`src/rtl/param_sum_pkg.sv`:
```
// Shared types and defaults for the parameterised sum accumulator.
package param_sum_pkg;

    typedef enum logic [1:0] {IDLE, ACC, DONE} acc_state_e;

    localparam int DEFAULT_WIDTH = 32;

endpackage

```
`src/rtl/param_sum_step.sv`:
```
// One accumulation step: {carry, next} = cur + in + BIAS, evaluated at WIDTH+1 bits.
// BIAS is zero-extended or truncated to WIDTH before the add.
module param_sum_step #(
    parameter int          WIDTH = 32,
    parameter int unsigned BIAS  = 0
) (
    input  logic [WIDTH-1:0] cur,
    input  logic [WIDTH-1:0] in,
    output logic [WIDTH-1:0] next,
    output logic             carry
);

    localparam logic [WIDTH-1:0] BIAS_W = WIDTH'(BIAS);

    logic [WIDTH:0] total;

    // Only the low WIDTH+1 bits are kept; bit WIDTH is the carry-out.
    always_comb begin
        total = {1'b0, cur} + {1'b0, in} + {1'b0, BIAS_W};
    end

    assign {carry, next} = total;

endmodule

```
`src/rtl/param_sum_accumulator.sv`:
```
// Accumulates operand (+ a constant bias) over N_ACC cycles after a start
// pulse, then holds the result on a valid/ready output until accepted.
module param_sum_accumulator
    import param_sum_pkg::*;
#(
    parameter int WIDTH  = DEFAULT_WIDTH,
    parameter int N_ACC  = 4,
    parameter int BIAS_A = 0,
    parameter int BIAS_B = 0
) (
    input  logic             clk,
    input  logic             rst,
    input  logic             start,
    input  logic [WIDTH-1:0] operand,
    input  logic             out_ready,
    output logic             out_valid,
    output logic [WIDTH-1:0] sum,
    output logic             overflow,
    output logic             busy
);

    localparam int            CW   = $clog2(N_ACC + 1);
    localparam logic [CW-1:0] LAST = CW'(N_ACC - 1);

    acc_state_e       state, state_nx;
    logic [CW-1:0]    count;
    logic [WIDTH-1:0] sum_nx;
    logic             carry;

    // Bias is folded at instantiation so each parameter set gets its own step.
    param_sum_step #(
        .WIDTH (WIDTH),
        .BIAS  (BIAS_A + BIAS_B)
    ) u_step (
        .cur   (sum),
        .in    (operand),
        .next  (sum_nx),
        .carry (carry)
    );

    // State register; reset abandons any run in flight.
    always_ff @(posedge clk or posedge rst) begin
        if (rst) state <= IDLE;
        else     state <= state_nx;
    end

    // Next state: start only honoured in IDLE; leave ACC on the final add.
    always_comb begin
        state_nx = state;
        case (state)
            IDLE:    if (start) state_nx = ACC;
            ACC:     if (count == LAST) state_nx = DONE;
            DONE:    if (out_ready) state_nx = IDLE;
            default: state_nx = IDLE;
        endcase
    end

    // Datapath: clear on accepted start, add every ACC cycle, hold otherwise.
    always_ff @(posedge clk or posedge rst) begin
        if (rst) begin
            sum      <= '0;
            count    <= '0;
            overflow <= 1'b0;
        end else begin
            case (state)
                IDLE: if (start) begin
                    sum      <= '0;
                    count    <= '0;
                    overflow <= 1'b0;
                end
                ACC: begin
                    sum      <= sum_nx;
                    overflow <= overflow | carry;
                    count    <= count + CW'(1);
                end
                default: ;
            endcase
        end
    end

    // Handshake outputs decode straight from state.
    always_comb begin
        out_valid = (state == DONE);
        busy      = (state != IDLE);
    end

endmodule

```
`config.mk`:
```
export PLATFORM = sky130hd
export DESIGN_NAME = param_sum_accumulator
export DESIGN_NICKNAME = d
export VERILOG_FILES = /design/src/rtl/param_sum_pkg.sv /design/src/rtl/param_sum_step.sv /design/src/rtl/param_sum_accumulator.sv
export SDC_FILE = /design/constraint.sdc
export NUM_CORES = 1
export LEC_CHECK = 0
export CORE_UTILIZATION = 50
export CTS_BUF_LIST = sky130_fd_sc_hd__clkbuf_4
export CTS_CLUSTER_SIZE = 20
export DETAILED_ROUTE_END_ITERATION = 10
export PLACE_DENSITY = 0.77
export SYNTH_ARGS = -nofsm -noshare
export SYNTH_HDL_FRONTEND = slang
export SYNTH_SLANG_ARGS = --single-unit
```
`constraint.sdc`:
```
create_clock -name clk -period 3.7 [get_ports clk]
set_input_delay 0.555 -clock clk [delete_from_list [all_inputs] [get_ports clk]]
set_output_delay 0.555 -clock clk [all_outputs]
set_load 0.05 [all_outputs]
```
# Word-level counts from Yosys, hierarchy flattened

Index checks and enable logic that the tools add are counted.

ROM bits: 0
Memories kept: 0
RAM bits: 0
Word-level logic and storage cells: 28
Register bits: 38
Bits of input ports: 36
Output and inout port bits: 35
Bits in latches: 0

$mul: 0
$add $sub $neg: 2
Divide/modulo/power cells: 0
Equality and inequality tests: 6
Bitwise operators: 1
Shifts and indexed selects: 0
Multiplexer cells: 10
Reduce and logical (&&, ||, !) cells: 5
Order comparisons: 0

Operators with widths:

| cell                  | number |
|---|---|
| $pmux W32 S2          | 1 |
| $add A32 B32 Y33      | 1 |
| $mux W32              | 1 |
| $mux W2               | 3 |
| $ne A2 B2 Y1 const B  | 3 |
| $pmux W2 S3           | 1 |
| $pmux W3 S2           | 1 |
| $reduce_bool A2 Y1    | 2 |
| $add A3 B1 Y3 const B | 1 |
| $eq A3 B2 Y1 const B  | 1 |
| $mux W3               | 1 |
| $reduce_and A3 Y1     | 1 |
| $eq A2 B1 Y1 const B  | 1 |
| $eq A2 B2 Y1 const B  | 1 |
| $logic_not A2 Y1      | 1 |
| $pmux W1 S2           | 1 |
| $reduce_and A2 Y1     | 1 |
| $mux W1               | 1 |
| $or A1 B1 Y1          | 1 |

# Depth between registers and ports, before layout

Gate-level depths: netlist (run 1).

Word-level depth: 3
Gate-level depth with buffers: 12
Gate-level depth less buffers: 12

# Hierarchy

From an unflattened synthesis (run 1), not the netlist that was laid out.

Cells, all modules: 376
Area total of the unflattened synthesis: 3369.5 µm²

By module, submodules not included:

| module                | cells an instance | seq. area each (µm²) | area an instance (µm²) | times used |
|---|---|---|---|---|
| param_sum_step        | 274               | 0.0                  | 1901.8                 | 1 |
| param_sum_accumulator | 102               | 950.9                | 1467.7                 | 1 |

# Least setup slack after synthesis (run 1)

Ideal clock, no wire load.

Path kind: flip-flop to flip-flop
From: reg sum[6]
To: reg sum[31]
Data required time: 3621 ps
Arrival time: 2780 ps
Period minus slack after synthesis: 2859 ps
Stages on the path, launching flop included: 11
Library setup time: 79 ps
Setup slack: 841 ps
Path buffers: 0
Path through: dfrtp_1 -> ha_1 -> o21a_1 -> o211ai_4 -> a31o_4 -> a311oi_4 -> nor2_2 -> o41ai_2 -> a31oi_1 -> o211ai_2 -> mux2i_1

Word-level cells in the longest chain between the ends: 2

Ends and longest elaborated chain:

| what                     | line                        | text |
|---|---|---|
| start: declaration       | param_sum_accumulator.sv:17 | `output logic [WIDTH-1:0] sum,` |
| start signal: assignment | param_sum_accumulator.sv:72 | `sum <= sum_nx;` |
| $add A32 B32 Y33         | param_sum_step.sv:19        | `total = {1'b0, cur} + {1'b0, in} + {1'b0, BIAS_W};` |
| $pmux W32 S2             | param_sum_accumulator.sv:65 | `case (state)` |

Every way passes these cells.
A chain may end at the register's enable or synchronous reset.

# Final worst setup path (run 1)

From: in operand[0]
To: reg overflow

Word-level cells in the longest chain between the ends: 3

Ends and longest elaborated chain:

| what                   | line                        | text |
|---|---|---|
| start: declaration     | param_sum_accumulator.sv:14 | `input logic [WIDTH-1:0] operand,` |
| $add A32 B32 Y33       | param_sum_step.sv:19        |  |
| $or A1 B1 Y1           | param_sum_accumulator.sv:73 | `overflow <= overflow \| carry;` |
| $pmux W1 S2            | param_sum_accumulator.sv:65 |  |
| end signal: assignment | param_sum_accumulator.sv:73 |  |
| end: declaration       | param_sum_accumulator.sv:18 | `output logic overflow,` |

Every way passes these cells.

==> results.cfg, run 1 <==
[outcome]
outcome = finished clean

[cts]
cts.clk_slew.worst_paths_ns = 0.12
cts_sinks = 38
cts_tree = built
h-tree-depth = 2
cts_max_path_buffers = 2
cts_hold_buf = 0
cts_inserted_buffers = 5
postCtsSetupBuffers = 0
post_cts_resized = 0
insertion_delay_ns = 0.35
cts-root-buf = clkbuf_4

[setup_path]
r2r-start = sum[4]
crit_type = primary input to flip-flop
slowest_delay_ns = 0.46
crit_family = compound AO/OA/AOI/OAI gates
cpMaxStageDelayCell = clkdlybuf4s50_1
worst-path-buf-inv = 2
path_cells = clkdlybuf4s50_1, ha_1, inv_1, fa_1, nor2b_1, o21ai_0, o21ai_1, a21o_1, a21oi_1, o21ai_1, a21oi_1, or2_2, a31oi_1
cp.required_ns = 3.99
crit_arrival_ns = 3.41
critPathLaunchType = primary input
cp-end-kind = flip-flop
critPathLaunch = operand[0]
cp_max_fo = 5

[floorplan]
start_util_pct = 53.3
dieArea_sq_um = 6360
die_w_um = 79.8
ios = 71
core-area_sq_um = 5680
row_count = 27
die_h_um = 79.8

[logic_synthesis]
yosys.area.top_type_share_pct = 31.4
synthArstFlopShare_pct = 100
synth_cell_types = 55
yosys-top-cells-area = dfrtp_1 (31%), ha_1 (14%), o21ai_0 (5.8%)
synth_seq_cells = 38
yosys.cell_count.top_type = nand2_1
synth_edf_count = 0
synth_ff_type = dfrtp_1
synth_compound_area_share_pct = 27.5
ys_warn_count = 0
yosys.area_share.adder_pct = 14.7
avgSynthCellArea_sq_um = 8.82
synth_commonest_cells = nand2_1 (45), dfrtp_1 (38), o21ai_0 (35)
synth_top_family_by_area = compound AO/OA/AOI/OAI gates
synth_fp_nets = 414
synth_mux_area_share_pct = 0.331
seq_area_frac_synth_pct = 31.4
netlist_instances = 343
syn_area_sq_um = 3020
synth_xor_area_share_pct = 8.40
yosys.area_share.simple_pct = 13.9
yosys.area.top_type = dfrtp_1

[sta]
maxSlewViolCount = 0
layout_min_cycle_time_ns = 3.13
grt_setup_unrepaired = no
hold_viol_final = 0
fin_crit_sh_pct = 84.5
tns_ns = 0
slew_headroom_pct = 21.1
fmax_mhz = 320
finalWorstSetupSlack_ns = 0.572
fin_skew_ns = 0.0104
worst_pin_slew_ns = 1.18
setup_viol = 0

[drt]
ant_nets = 0
first_iter_violations = 106
avgViaCountPerCell = 5.60
num_vias = 2706
drc = 0
wl_um = 7080
drtPass1Iterations = 4
wl_per_cell_um = 14.7

[finish]
area_delta_synth_final_pct = 26.5
n_antenna_cell = 0
nNetsFinal = 482
post_route_cells_drive_above_1_share_pct = 5.11
n_fill_cell = 503

[placement]
io_buffers = 70
dp_hpwl_um = 5330
post-place-ws_ns = 0.222
gp_congestion = 0.885

[global_routing]
met1_usage_pct = 31.3
grt_use_met2_pct = 39.2
top_usage_layer = met2
grt_antenna_before_repair = 0
grt_overflow = 0
grtUsageMet3_pct = 4.80
grt_pass1_vias = 2592
track_usage_pct = 23.8
grt_pass1_wl_um = 11900
grt_max_degree = 33

[job]
max-cap-violations = 0

[worst_hold_path]
hp-class = flip-flop to flip-flop
min_from = count[2]
[worst register-to-register path: stages (launching register included)]
cell      delay, ns
dfrtp_1        0.43
ha_1           0.37
a21o_1         0.17
a31oi_1        0.07
a31o_4         0.28
a311oi_4       0.35
nor2_2         0.08
o41ai_2        0.53
a31oi_1        0.18
o211ai_2       0.18
mux2i_1        0.20
[metal layers]
| metal | wire [um] | vias up |
|---|---|---|
| met1 | 3380 | 1255 |
| li1 | - | 1372 |
| met2 | 3300 | 72 |
| met3 | 326 | 7 |
| met4 | 74 | 0 |
| met5 | 0 | - |
[final timing paths]
check	to	slack, ns	depth (start not counted)
worst max-delay path	overflow	0.57	13
worst min-delay path	count[2]	0.50	2
worst max register to register	sum[31]	0.79	10
worst min register to register	count[2]	0.50	2
max in group asynchronous	count[0]	2.29	3
min in group asynchronous	sum[7]	0.63	2
[per-stage QoR]
step	hold WS, ns	utilization [%]	instance area [sq um]	cells
finish	0.499	67.4	3830	483
global route	0.517	67.4	3830	483
CTS	0.506	67.4	3830	483
detailed placement	0.477	66.5	3770	476
global placement	0.464	66.5	3770	476
floorplan	0.450	-	3020	343
[cells by family after synthesis]
group / Yosys count
buffers and inverters: 24
and+or+nand+nor: 90
adders and majority gates: 35
AOI/OAI and AO/OA: 126
xor gates and xnor gates: 29
DFF: 38
muxes: 1
[registers in the layout (all words and copies together) (netlist names)]
register	count
count	3
overflow	1
state	2
sum	32
[layout make-up]
type                    instances  area (sq um)  area share, %
multi-input cells             281          1960           51.3
clock buffers                   7          52.6           1.37
repair buffers                 73           723           18.9
flip-flops and latches         38           951           24.9
inverters                      12          45.0           1.18
well taps                      72          90.1           2.35
[placed cells by master (no fill, tap or decap), types with 2 or more instances in the layout]
cell type,instances
buf_4,3
o21bai_1,6
nand2_1,45
a22o_1,4
and2_1,2
a21oi_1,31
nor2_1,10
clkdlybuf4s50_1,70
o21ai_0,35
ha_1,34
o21ai_1,9
xnor2_1,14
a31oi_1,3
nand4_1,3
a21o_1,11
and3_1,2
a21boi_0,2
inv_1,12
o21a_1,3
clkbuf_4,7
or3_1,2
nand2b_1,3
or2_2,2
dfrtp_1,38
nand3_1,7
xor2_1,15
nor2b_1,9
o211ai_1,2
a22oi_1,2
Power of run 1 is left out: the tool's default activity adds up to more than one toggle a clock period on the data nets, which glitch-free logic cannot reach.
==> inputs of run 2 (changes only) <==
--- a/config.mk
+++ b/config.mk
@@ -5,11 +5,11 @@
 export SDC_FILE = /design/constraint.sdc
 export NUM_CORES = 1
 export LEC_CHECK = 0
-export CORE_UTILIZATION = 50
+export CORE_UTILIZATION = 47
 export CTS_BUF_LIST = sky130_fd_sc_hd__clkbuf_4
 export CTS_CLUSTER_SIZE = 20
 export DETAILED_ROUTE_END_ITERATION = 10
-export PLACE_DENSITY = 0.77
+export PLACE_DENSITY = 0.76
 export SYNTH_ARGS = -nofsm -noshare
 export SYNTH_HDL_FRONTEND = slang
 export SYNTH_SLANG_ARGS = --single-unit
==> constraint.sdc (replaced) <==
create_clock -name clk -period 2.5 [get_ports clk]
set_input_delay 0.375 -clock clk [delete_from_list [all_inputs] [get_ports clk]]
set_output_delay 0.375 -clock clk [all_outputs]
set_load 0.05 [all_outputs]
==> results.cfg, run 2 (synthesized netlist as in run 1, its figures left out) <==
[finish]
area_delta_synth_final_pct = 52.0
post_route_cells_drive_above_1_share_pct = 27.0
largest_register_ffs = 32
stdcell_count = 549
final_common_cell = clkdlybuf4s50_1
nNetsFinal = 544
final_cell_mix = clkdlybuf4s50_1 (66), buf_4 (64), nand2_1 (45)
n_antenna_cell = 0
largest_register = sum
top_regs = sum (32), count (3), state (2)

[power]
ir_worst_vdd_mv = 0.936
p_total_mw = 7.42
leakage_nw = 2.02
powerDensity_nw_per_um2 = 1610

[sta]
layout_min_cycle_time_ns = 2.58
finalWorstSetupSlack_ns = -0.0775
setup_viol = 3
hold_viol_final = 0
tns_ns = -0.188
slew_headroom_pct = 54.3
maxSlewViolCount = 0
worst_pin_slew_ns = 0.686
grt_setup_unrepaired = yes
timing.hold.ws_ns = 0.422
fmax_mhz = 388
fin_skew_ns = 0.0108
fin_crit_sh_pct = 103

[floorplan]
ios = 71
die_w_um = 82.2
core-area_sq_um = 6060
dieArea_sq_um = 6760
die_h_um = 82.2
row_count = 28
start_util_pct = 49.9

[setup_path]
crit_arrival_ns = 2.86
cp.required_ns = 2.78
cpMaxStageDelayCell = dfrtp_2
cp_max_fo = 5
critPathLaunchType = flip-flop
worst-path-buf-inv = 1
path_cells = ha_4, a21o_1, a31oi_4, a31o_4, a311oi_4, nor2_2, o41ai_4, buf_4, a311oi_2, xor2_1, o21ai_1
crit_type = flip-flop to flip-flop
cp-end-kind = flip-flop
crit_family = compound AO/OA/AOI/OAI gates
slowest_delay_ns = 0.45

[global_routing]
grt_pass1_wl_um = 13200
grt_antenna_before_repair = 0
grt_pass1_vias = 2920
track_usage_pct = 25.5
grt_overflow = 0
grt_max_degree = 39

[placement]
dp_hpwl_um = 6210
gp_congestion = 0.930
dp.cells = 534
io_buffers = 70

[drt]
drc = 0
drtPass1Iterations = 4
avgViaCountPerCell = 5.61
wl_per_cell_um = 15.5
ant_nets = 0
num_vias = 3079
first_iter_violations = 127
wl_um = 8490

[cts]
cts.clk_slew.worst_paths_ns = 0.14
h-tree-depth = 2
cts_sinks = 38
cts_max_path_buffers = 2
insertion_delay_ns = 0.36
cts_tree = built
cts_inserted_buffers = 5
cts-root-buf = clkbuf_4

[job]
max-cap-violations = 0

[outcome]
outcome = finished, violations left
violations = negative setup slack

[worst_hold_path]
hp-class = primary input to asynchronous set/reset pin
==> run 2: cell types whose count changed in the layout (fill, tap and decap cells not counted), moves of 4 or more <==
cell,change
ha_4,+10
ha_1,-10
clkdlybuf4s50_1,-4
a21oi_1,-6
dfrtp_1,-15
o21ai_2,+4
dfrtp_2,+15
buf_4,+61
a21oi_2,+5
==> run 2: final timing paths <==
| kind | cells after the start | endpoint | slack [ns] | start |
|---|---|---|---|---|
| max | 11 | sum[27] | -0.08 | sum[4] |
| min | 3 | sum[7] | 0.42 | rst |
| max reg2reg | 11 | sum[27] | -0.08 | sum[4] |
| min reg2reg | 2 | count[2] | 0.50 | count[2] |
| max in group asynchronous | 3 | sum[5] | 1.67 | rst |
| min in group clk | 2 | count[2] | 0.50 | count[2] |
==> run 2: worst register-to-register path, delay by kind of cell (launching register included) <==
kind / cells / cell delay [ns]
adders and majority gates: 1 / 0.30
and+or+nand+nor: 1 / 0.10
AOI/OAI and AO/OA: 7 / 1.33
DFF: 1 / 0.45
xor gates and xnor gates: 1 / 0.15
buffers and inverters: 1 / 0.18
==> run 2: what timing repair did <==
action,4_1_cts,5_1_grt
gates resized for setup,12,14
buffers inserted,2,6
hold buffers,0,0
endpoints found under the setup margin,10,16
pin swaps,10,11
==> run 2: per-layer routing <==
layer,GRT usage (%),part of all wire [%]
met4,8.95,1.8
met3,4.29,4.1
met5,0,0
met1,32.1,44
met2,43.6,50
==> run 2: power by group <==
part	internal, mW	total [mW]	switching (mW)	leakage, nW
clock network	0.210	0.449	0.239	0.0374
logic	2.53	5.70	3.18	1.54
registers	0.979	1.27	0.291	0.447
total	3.72	7.42	3.71	2.02
==> run 2: layout make-up <==
type	instances	area [sq um]
Multi-Input combinational cell	281	2200
Fill cell	434	1460
Timing Repair Buffer	135	1200
Sequential cell	38	970
Tap cell	75	93.8
Clock inverter	3	45.0
Inverter	12	45.0
Clock buffer	5	37.5
==> run 2: per-stage QoR <==
stage	setup slack [ns]	instance area (sq um)	util (%)
6_report	-0.0775	4600	75.8
5_1_grt	-0.232	4600	75.8
4_1_cts	-0.0228	4500	74.3
3_5_place_dp	-0.581	4350	71.7
3_3_place_gp	-0.487	4350	71.7
2_1_floorplan	-0.0505	3170	-
(Power assumes the default switching activity.)
==> inputs of run 3 (changes only) <==
--- a/config.mk
+++ b/config.mk
@@ -5,10 +5,14 @@
 export SDC_FILE = /design/constraint.sdc
 export NUM_CORES = 1
 export LEC_CHECK = 0
-export CORE_UTILIZATION = 47
+export CELL_PAD_IN_SITES_DETAIL_PLACEMENT = 1
+export CELL_PAD_IN_SITES_GLOBAL_PLACEMENT = 1
+export CORE_UTILIZATION = 35
 export CTS_BUF_LIST = sky130_fd_sc_hd__clkbuf_4
 export CTS_CLUSTER_SIZE = 20
 export DETAILED_ROUTE_END_ITERATION = 10
+export GPL_TIMING_DRIVEN = 0
+export HOLD_SLACK_MARGIN = 0.06
 export PLACE_DENSITY = 0.76
 export SYNTH_ARGS = -nofsm -noshare
 export SYNTH_HDL_FRONTEND = slang
==> results.cfg, run 3 (synthesized netlist as in run 1, its figures left out) <==
[finish]
n_antenna_cell = 0
top_regs = sum (32), count (3), state (2)
largest_register = sum
nNetsFinal = 504
fin_util_pct = 52.2
final_cell_area_sq_um = 4340
post_route_cells_drive_above_1_share_pct = 19.4
largest_register_ffs = 32
final_cell_mix = clkdlybuf4s50_1 (65), nand2_1 (45), o21ai_0 (31)
final_common_cell = clkdlybuf4s50_1
area_delta_synth_final_pct = 43.4
stdcell_count = 539

[global_routing]
grt_overflow = 0
grt_pass1_vias = 2953
grt_pass1_wl_um = 14000
grt_antenna_before_repair = 0
track_usage_pct = 20.2
grt_max_degree = 26

[drt]
wl_um = 8730
ant_nets = 0
avgViaCountPerCell = 5.28
num_vias = 2847
wl_per_cell_um = 16.2
first_iter_violations = 85
drtPass1Iterations = 4
drc = 0

[sta]
maxSlewViolCount = 0
slew_headroom_pct = 58.5
layout_min_cycle_time_ns = 2.62
finalWorstSetupSlack_ns = -0.120
setup_viol = 6
fin_crit_sh_pct = 105
fmax_mhz = 382
timing.hold.ws_ns = 0.278
hold_viol_final = 0
grt_setup_unrepaired = yes
worst_pin_slew_ns = 0.623
fin_skew_ns = 0.0134

[floorplan]
row_count = 33
start_util_pct = 36.4
dieArea_sq_um = 9020
core-area_sq_um = 8300
ios = 71
die_w_um = 95.0
die_h_um = 95.0

[placement]
gp_congestion = 0.832
io_buffers = 70
dp.cells = 519
dp_hpwl_um = 6480
dpl_cell_area_sq_um = 4020

[outcome]
violations = negative setup slack
outcome = finished, violations left

[power]
powerDensity_nw_per_um2 = 1590
leakage_nw = 1.81
ir_worst_vdd_mv = 0.683

[setup_path]
cp-end-kind = flip-flop
worst-path-buf-inv = 1
crit_type = primary input to flip-flop
cp_max_fo = 5
slowest_delay_ns = 0.46
path_cells = clkdlybuf4s50_1, ha_4, o21a_1, o211ai_4, a31o_4, a311oi_4, nor2_4, o41ai_4, a31oi_2, o211ai_2, mux2i_1
cp.required_ns = 2.79
critPathLaunchType = primary input
cpMaxStageDelayCell = clkdlybuf4s50_1
crit_family = compound AO/OA/AOI/OAI gates
crit_arrival_ns = 2.91

[worst_hold_path]
hp-class = primary input to asynchronous set/reset pin

[cts]
cts_tree = built
cts_hold_buf = 0
cts_max_path_buffers = 2
insertion_delay_ns = 0.37
cts-root-buf = clkbuf_4
cts_inserted_buffers = 5
h-tree-depth = 2
cts_sinks = 38
cts.clk_slew.worst_paths_ns = 0.13

[job]
max-cap-violations = 0
-- run 3: changes by cell type in the layout (fill, tap and decap cells not counted), sizes merged --
cell | before | now
clkbuf | 5 | 13
bufinv | 1 | 0
clkinvlp | 2 | 0
dlymetal6s2s | 2 | 3
clkdlybuf4s50 | 66 | 65
buf | 65 | 18
clkinv | 0 | 2
-- run 3: through the flow --
step	setup slack (ns)	total power, mW	setup TNS (ns)
5_1_grt	-0.231	7.44	-1.46
2_1_floorplan	-0.0505	4.79	-0.0505
3_5_place_dp	-0.835	6.14	-9.92
6_report	-0.120	6.90	-0.361
3_3_place_gp	-0.737	6.00	-8.96
4_1_cts	-0.296	6.71	-1.27
-- run 3: cell type report --
class	count	area (sq um)
inverters	12	45.0
plain buffers	11	68.8
multi-input cells	281	2240
fillers	967	3960
well taps	105	131
clock buffers	6	45.0
clock inverters	2	8.76
repair buffers	84	823
flip-flops and latches	38	970
-- run 3: layer usage --
layer  up-vias  GRT usage (%)  wire (um)
met5         -              0          0
met4         0           4.92         55
met3         4           2.90        229
met2        49           35.0       4270
met1      1382           26.3       4170
li1       1412              -          -
-- run 3: repair_timing --
action | in CTS | in global routing
gates resized for setup | 10 | 25
setup endpoints to repair | 13 | 20
setup buffers | 8 | 6
pin swaps | 11 | 13
gates cloned | 0 | 0
-- run 3: path summary, 6_finish.rpt --
| path | startpoint | depth (start not counted) | slack (ns) | endpoint |
|---|---|---|---|---|
| setup / recovery | operand[6] | 11 | -0.12 | sum[31] |
| hold / removal | rst | 2 | 0.28 | sum[7] |
| setup reg to reg | sum[1] | 10 | -0.12 | sum[31] |
| hold reg to reg | sum[10] | 2 | 0.53 | sum[10] |
| max in group asynchronous | rst | 3 | 1.74 | sum[3] |
| min in group clk | operand[0] | 3 | 0.42 | sum[0] |
-- run 3: power by group --
group	internal (mW)	switching (mW)	total, mW
Sequential	0.979	0.304	1.28
Combinational	2.17	3.09	5.26
Clock	0.117	0.237	0.354
Total	3.26	3.63	6.90
